--- src/rtl/rs_ctrl_pkg.sv ---
// Shared types for the RS latch sequencer: FSM states, op encodings, sizing helper.
// Combinational definitions only; no latency, no backpressure.
package rs_ctrl_pkg;

  typedef enum logic [1:0] {
    IDLE  = 2'd0,
    PULSE = 2'd1,
    GAP   = 2'd2,
    DONE  = 2'd3
  } state_e;

  localparam logic OP_RESET = 1'b0;
  localparam logic OP_SET   = 1'b1;

  function automatic int max_int(input int a, input int b);
    return (a > b) ? a : b;
  endfunction

endpackage

--- src/rtl/rr_arbiter.sv ---
// Round-robin pick of the first asserted request at or after ptr, wrapping.
// Purely combinational (zero latency); no backpressure, the caller registers the result.
module rr_arbiter
  import rs_ctrl_pkg::*;
#(
  parameter int NREQ = 4,
  localparam int IW  = (NREQ > 1) ? $clog2(NREQ) : 1
) (
  input  logic [NREQ-1:0] req,
  input  logic [IW-1:0]   ptr,
  output logic [NREQ-1:0] gnt,
  output logic [IW-1:0]   idx
);

  logic [NREQ-1:0] hi;

  // Lowest-index request at or above ptr wins; otherwise wrap to the lowest request overall.
  always_comb begin
    hi  = '0;
    idx = '0;
    gnt = '0;
    for (int i = 0; i < NREQ; i++) begin
      hi[i] = req[i] && (IW'(i) >= ptr);
    end
    for (int i = NREQ - 1; i >= 0; i--) begin
      if (req[i]) idx = IW'(i);
    end
    for (int i = NREQ - 1; i >= 0; i--) begin
      if (hi[i]) idx = IW'(i);
    end
    if (|req) gnt = {{(NREQ-1){1'b0}}, 1'b1} << idx;
  end

endmodule

--- src/rtl/rs_latch_ctrl.sv ---
// Arbitrates NREQ requesters onto one RS latch: fixed-width active-low pulse, recovery gap, q check.
// Grant one cycle after request, done after PULSE_W+GAP_W+1; other requests wait while busy.
module rs_latch_ctrl
  import rs_ctrl_pkg::*;
#(
  parameter int NREQ    = 4,
  parameter int PULSE_W = 2,
  parameter int GAP_W   = 1
) (
  input  logic            clk,
  input  logic            rst_n,
  input  logic [NREQ-1:0] req,
  input  logic [NREQ-1:0] op,
  output logic [NREQ-1:0] grant,
  output logic            busy,
  output logic            done,
  output logic            err,
  output logic            set_n,
  output logic            reset_n,
  input  logic            q
);

  localparam int IW = (NREQ > 1) ? $clog2(NREQ) : 1;
  localparam int CW = $clog2(max_int(PULSE_W, GAP_W) + 1);

  state_e          state_q, state_d;
  logic [CW-1:0]   cnt_q, cnt_d;
  logic            op_q, op_d;
  logic [IW-1:0]   idx_q, idx_d;
  logic [IW-1:0]   ptr_q, ptr_d;
  logic [NREQ-1:0] grant_q, grant_d;
  logic            busy_q, busy_d;
  logic            done_q, done_d;
  logic            err_q, err_d;
  logic            set_n_q, set_n_d;
  logic            reset_n_q, reset_n_d;

  logic [NREQ-1:0] arb_gnt;
  logic [IW-1:0]   arb_idx;

  rr_arbiter #(.NREQ(NREQ)) u_arb (
    .req (req),
    .ptr (ptr_q),
    .gnt (arb_gnt),
    .idx (arb_idx)
  );

  always_comb begin
    state_d = state_q;
    cnt_d   = cnt_q;
    op_d    = op_q;
    idx_d   = idx_q;
    ptr_d   = ptr_q;
    grant_d = grant_q;
    case (state_q)
      IDLE: begin
        if (|req) begin
          state_d = PULSE;
          cnt_d   = CW'(PULSE_W - 1);
          grant_d = arb_gnt;
          idx_d   = arb_idx;
          op_d    = |(op & arb_gnt);
        end
      end
      PULSE: begin
        if (cnt_q == '0) begin
          state_d = GAP;
          cnt_d   = CW'(GAP_W - 1);
        end else begin
          cnt_d = cnt_q - CW'(1);
        end
      end
      GAP: begin
        if (cnt_q == '0) begin
          state_d = DONE;
        end else begin
          cnt_d = cnt_q - CW'(1);
        end
      end
      DONE: begin
        state_d = IDLE;
        grant_d = '0;
        ptr_d   = (idx_q == IW'(NREQ - 1)) ? '0 : idx_q + IW'(1);
      end
      default: begin
        state_d = IDLE;
        grant_d = '0;
      end
    endcase

    // Outputs follow the next state so every pin comes straight from a flop.
    set_n_d   = !(state_d == PULSE && op_d == OP_SET);
    reset_n_d = !(state_d == PULSE && op_d == OP_RESET);
    busy_d    = (state_d != IDLE);
    done_d    = (state_d == DONE);
    err_d     = (state_d == DONE) && (q != op_q);
  end

  always_ff @(posedge clk) begin
    if (!rst_n) begin
      state_q   <= IDLE;
      cnt_q     <= '0;
      op_q      <= OP_RESET;
      idx_q     <= '0;
      ptr_q     <= '0;
      grant_q   <= '0;
      busy_q    <= 1'b0;
      done_q    <= 1'b0;
      err_q     <= 1'b0;
      set_n_q   <= 1'b1;
      reset_n_q <= 1'b1;
    end else begin
      state_q   <= state_d;
      cnt_q     <= cnt_d;
      op_q      <= op_d;
      idx_q     <= idx_d;
      ptr_q     <= ptr_d;
      grant_q   <= grant_d;
      busy_q    <= busy_d;
      done_q    <= done_d;
      err_q     <= err_d;
      set_n_q   <= set_n_d;
      reset_n_q <= reset_n_d;
    end
  end

  assign grant   = grant_q;
  assign busy    = busy_q;
  assign done    = done_q;
  assign err     = err_q;
  assign set_n   = set_n_q;
  assign reset_n = reset_n_q;

endmodule
--- config.mk ---
export PLATFORM = sky130hd
export DESIGN_NAME = rs_latch_ctrl
export DESIGN_NICKNAME = d
export VERILOG_FILES = /design/src/rtl/rs_ctrl_pkg.sv /design/src/rtl/rr_arbiter.sv /design/src/rtl/rs_latch_ctrl.sv
export SDC_FILE = /design/constraint.sdc
export NUM_CORES = 1
export LEC_CHECK = 0
export ABC_AREA = 0
export BUFFER_PORTS_ARGS = -buffer_cell sky130_fd_sc_hd__buf_2
export CAP_MARGIN = 20
export CORE_MARGIN = 5
export CORE_UTILIZATION = 35
export CTS_CLUSTER_SIZE = 20
export DETAILED_ROUTE_END_ITERATION = 7
export PLACE_DENSITY_LB_ADDON = 0.12
export SETUP_SLACK_MARGIN = 0.3
export SYNTH_ARGS = -nofsm -noshare
export SYNTH_HDL_FRONTEND = slang
export SYNTH_SLANG_ARGS = --single-unit
--- constraint.sdc ---
create_clock -name clk -period 1.85 [get_ports clk]
set_clock_uncertainty 0.2 [all_clocks]
set_input_delay 0.2775 -clock clk [delete_from_list [all_inputs] [get_ports clk]]
set_output_delay 0.2775 -clock clk [all_outputs]
set_load 0.02 [all_outputs]
==> results.txt <==
status: finished, final reports clean
post-route setup slack: 0.150 ns
Arr. time, crit path: 1.69 ns
filler instances: 253
Yosys top cell area share: 35.6%
setup TNS: 0 ns
worst skew pair latency: 0.29 ns
DP Cell Count: 166
Area Growth Syn to Fin: 37.5%
# rows: 19
Die X: 63.7 um
Netlist cell types: 33
Critical Path RT: 1.84 ns
RSZ-0062 raised after global routing: yes
post-synth top area cell: dfxtp_1
DIE HEIGHT: 63.7 um
Slew Viols, Final: 0
Num CTS Buffers: 3
Peak Freq: 588 MHz
YS warnings: 0
worst-case vdd ir drop: 530 uV
Worst Tran Pin Value: 0.419 ns
ys async rst share: 0%
I/O Buffers: 19
register area share after synthesis: 35.6%
DR vias: 900
CP max FO: 5
Post-DP HPWL: 1720 um
clock tree root buffer cell: clkbuf_4
share of cells above drive strength 1: 46.2%
GRT overflow: 0
worst-case clock buffer depth: 2
first drt pass iteration count: 4
die footprint: 0.00406 mm2
Via density: 5.11
max cap viols: 0
DRC: 0
post-route insts no fill: 176
H-tree depth: 1
CTS tree: built
total wire length: 2340 um
Hold Buf Count CTS: 0
slew margin rel.: 71.8%
DR iter-0 viols: 45
minimum clock period: 1.70 ns
leakage power figure: 0.595 nW
vias in the first global route: 854
Seq cells post-synth: 18
final worst path period share: 91.9%
gpl congestion: 0.831
Post-Syn Nets: 134
drt wl/cell: 13.3 um
PD cells: 723 mW/mm2
Final Hold Viols: 0
initial antenna violation count: 0
HP Class: primary input to register
# IOs: 20
number of synthesized flops with an enable pin: 0
top cells by area, synth: dfxtp_1 36%, ha_1 11%, nor2b_1 5.6%
Post-Synthesis Cells: 114
number of diodes: 0
Clock Sinks: 18
first-pass GRT wire length: 3730 um
clock-pin slew on the worst setup and hold paths: 0.11 ns
syn avg cell area: 8.87 um2
Post-synth top cells: 18 x dfxtp_1, 10 x inv_1, 9 x ha_1, 9 x nor2b_1, 8 x a21oi_1
largest net degree at the start of global routing: 12
Place WS: 0.0257 ns
Core Area: 0.00276 mm2
Syn Std Cell Area: 0.00101 mm2
count leader, synth: dfxtp_1
Starting Density: 36.7%
Total Routing Usage GR: 11.2%
type of the worst setup path: register to register
prevailing post-synth register cell: dfxtp_1
Routed Antenna Nets: 0
Core Util, Final: 50.4%
Critical Path Sink Type: register
final setup violation count: 0
critical path launch point type: register
layout net count: 166
-- cell usage in the layout (no fill, tap or decap), types with 2 or more instances in the layout --
cell type and n:
dfxtp_2 4, dfxtp_4 2, a21o_2 2, nand2_1 4, o21ai_0 3, buf_2 19, ha_4 2, nand3_1 2
inv_1 8, nor2b_1 9, ha_1 5, nor2_2 2, and2_1 3, nand2b_4 3, dfxtp_1 12, o21ai_1 4
mux2i_1 5, nor2_1 5, buf_4 11, clkbuf_4 3, ha_2 2, a22oi_1 2, a21oi_1 8
-- flip-flops by register name (all words and copies together) (netlist names) --
register,flops
grant,4
idx_q,2
done,1
cnt_q,2
err,1
op_q,1
reset_n,1
ptr_q,2
busy,1
set_n,1
state_q,2
-- timing repair --
action | in CTS | in global routing
setup buffers | 5 | 1
endpoints found under the setup margin | 14 | 14
resized for setup | 16 | 4
cloned | 0 | 0
pin swaps | 4 | 2
-- cell type report --
cell class | instances | area (um2) | share of cell area, %
inverter | 10 | 40.0 | 2.88
timing repair buffer | 30 | 178 | 12.8
clock buffer | 4 | 36.3 | 2.61
tap | 31 | 38.8 | 2.79
multi-input combinational | 83 | 724 | 52.1
sequential | 18 | 373 | 26.8
-- metal layers --
metal  routed length [um]  part of all wire (%)  global-route usage (%)
met1                 1060                    45                    13.5
met2                 1170                    50                    19.3
met3                   95                   4.1                    2.80
met4                   14                  0.60                    3.90
met5                    0                     0                       0
-- final timing paths --
| path | from | end | slack (ns) | depth (start not counted) |
|---|---|---|---|---|
| worst max-delay path | ptr_q[1] | set_n | 0.15 | 6 |
| worst min-delay path | rst_n | ptr_q[0] | 0.12 | 2 |
| worst max register to register | ptr_q[1] | set_n | 0.15 | 6 |
| worst min register to register | grant[1] | grant[1] | 0.31 | 2 |
-- cell families after synthesis --
logic type	share of synthesized area [%]
simple gates	20.9
compound gates	20.2
flops	35.6
buf+inv	6.31
fa+ha+maj	11.1
mux	4.95
xor+xnor	0.866
-- per-stage QoR --
| stage | instance area (um2) | hold slack, ns | total power [mW] |
|---|---|---|---|
| after CTS | 1360 | 0.125 | 0.999 |
| after global routing | 1390 | 0.111 | 1.07 |
| after global placement | 1210 | 0.281 | 0.703 |
| after floorplan | 1060 | 0.251 | 0.632 |
| after detailed placement | 1210 | 0.283 | 0.705 |
| final | 1390 | 0.125 | 1.00 |
-- where the power goes --
| group | total, mW | leakage (nW) | internal (mW) | switching [mW] |
|---|---|---|---|---|
| combinational | 0.326 | 0.424 | 0.153 | 0.174 |
| sequential | 0.440 | 0.150 | 0.421 | 0.0192 |
| clock | 0.238 | 0.0210 | 0.120 | 0.119 |
| total | 1.00 | 0.595 | 0.693 | 0.311 |
-- critical path: stages, from the launching register on --
cell and delay, ns:
dfxtp_4 0.39, mux2i_1 0.22, nor2_2 0.08, nor3_4 0.14, mux2i_1 0.10, o311a_1 0.32
nand2b_4 0.14
Power figures use the tool's default switching activity.
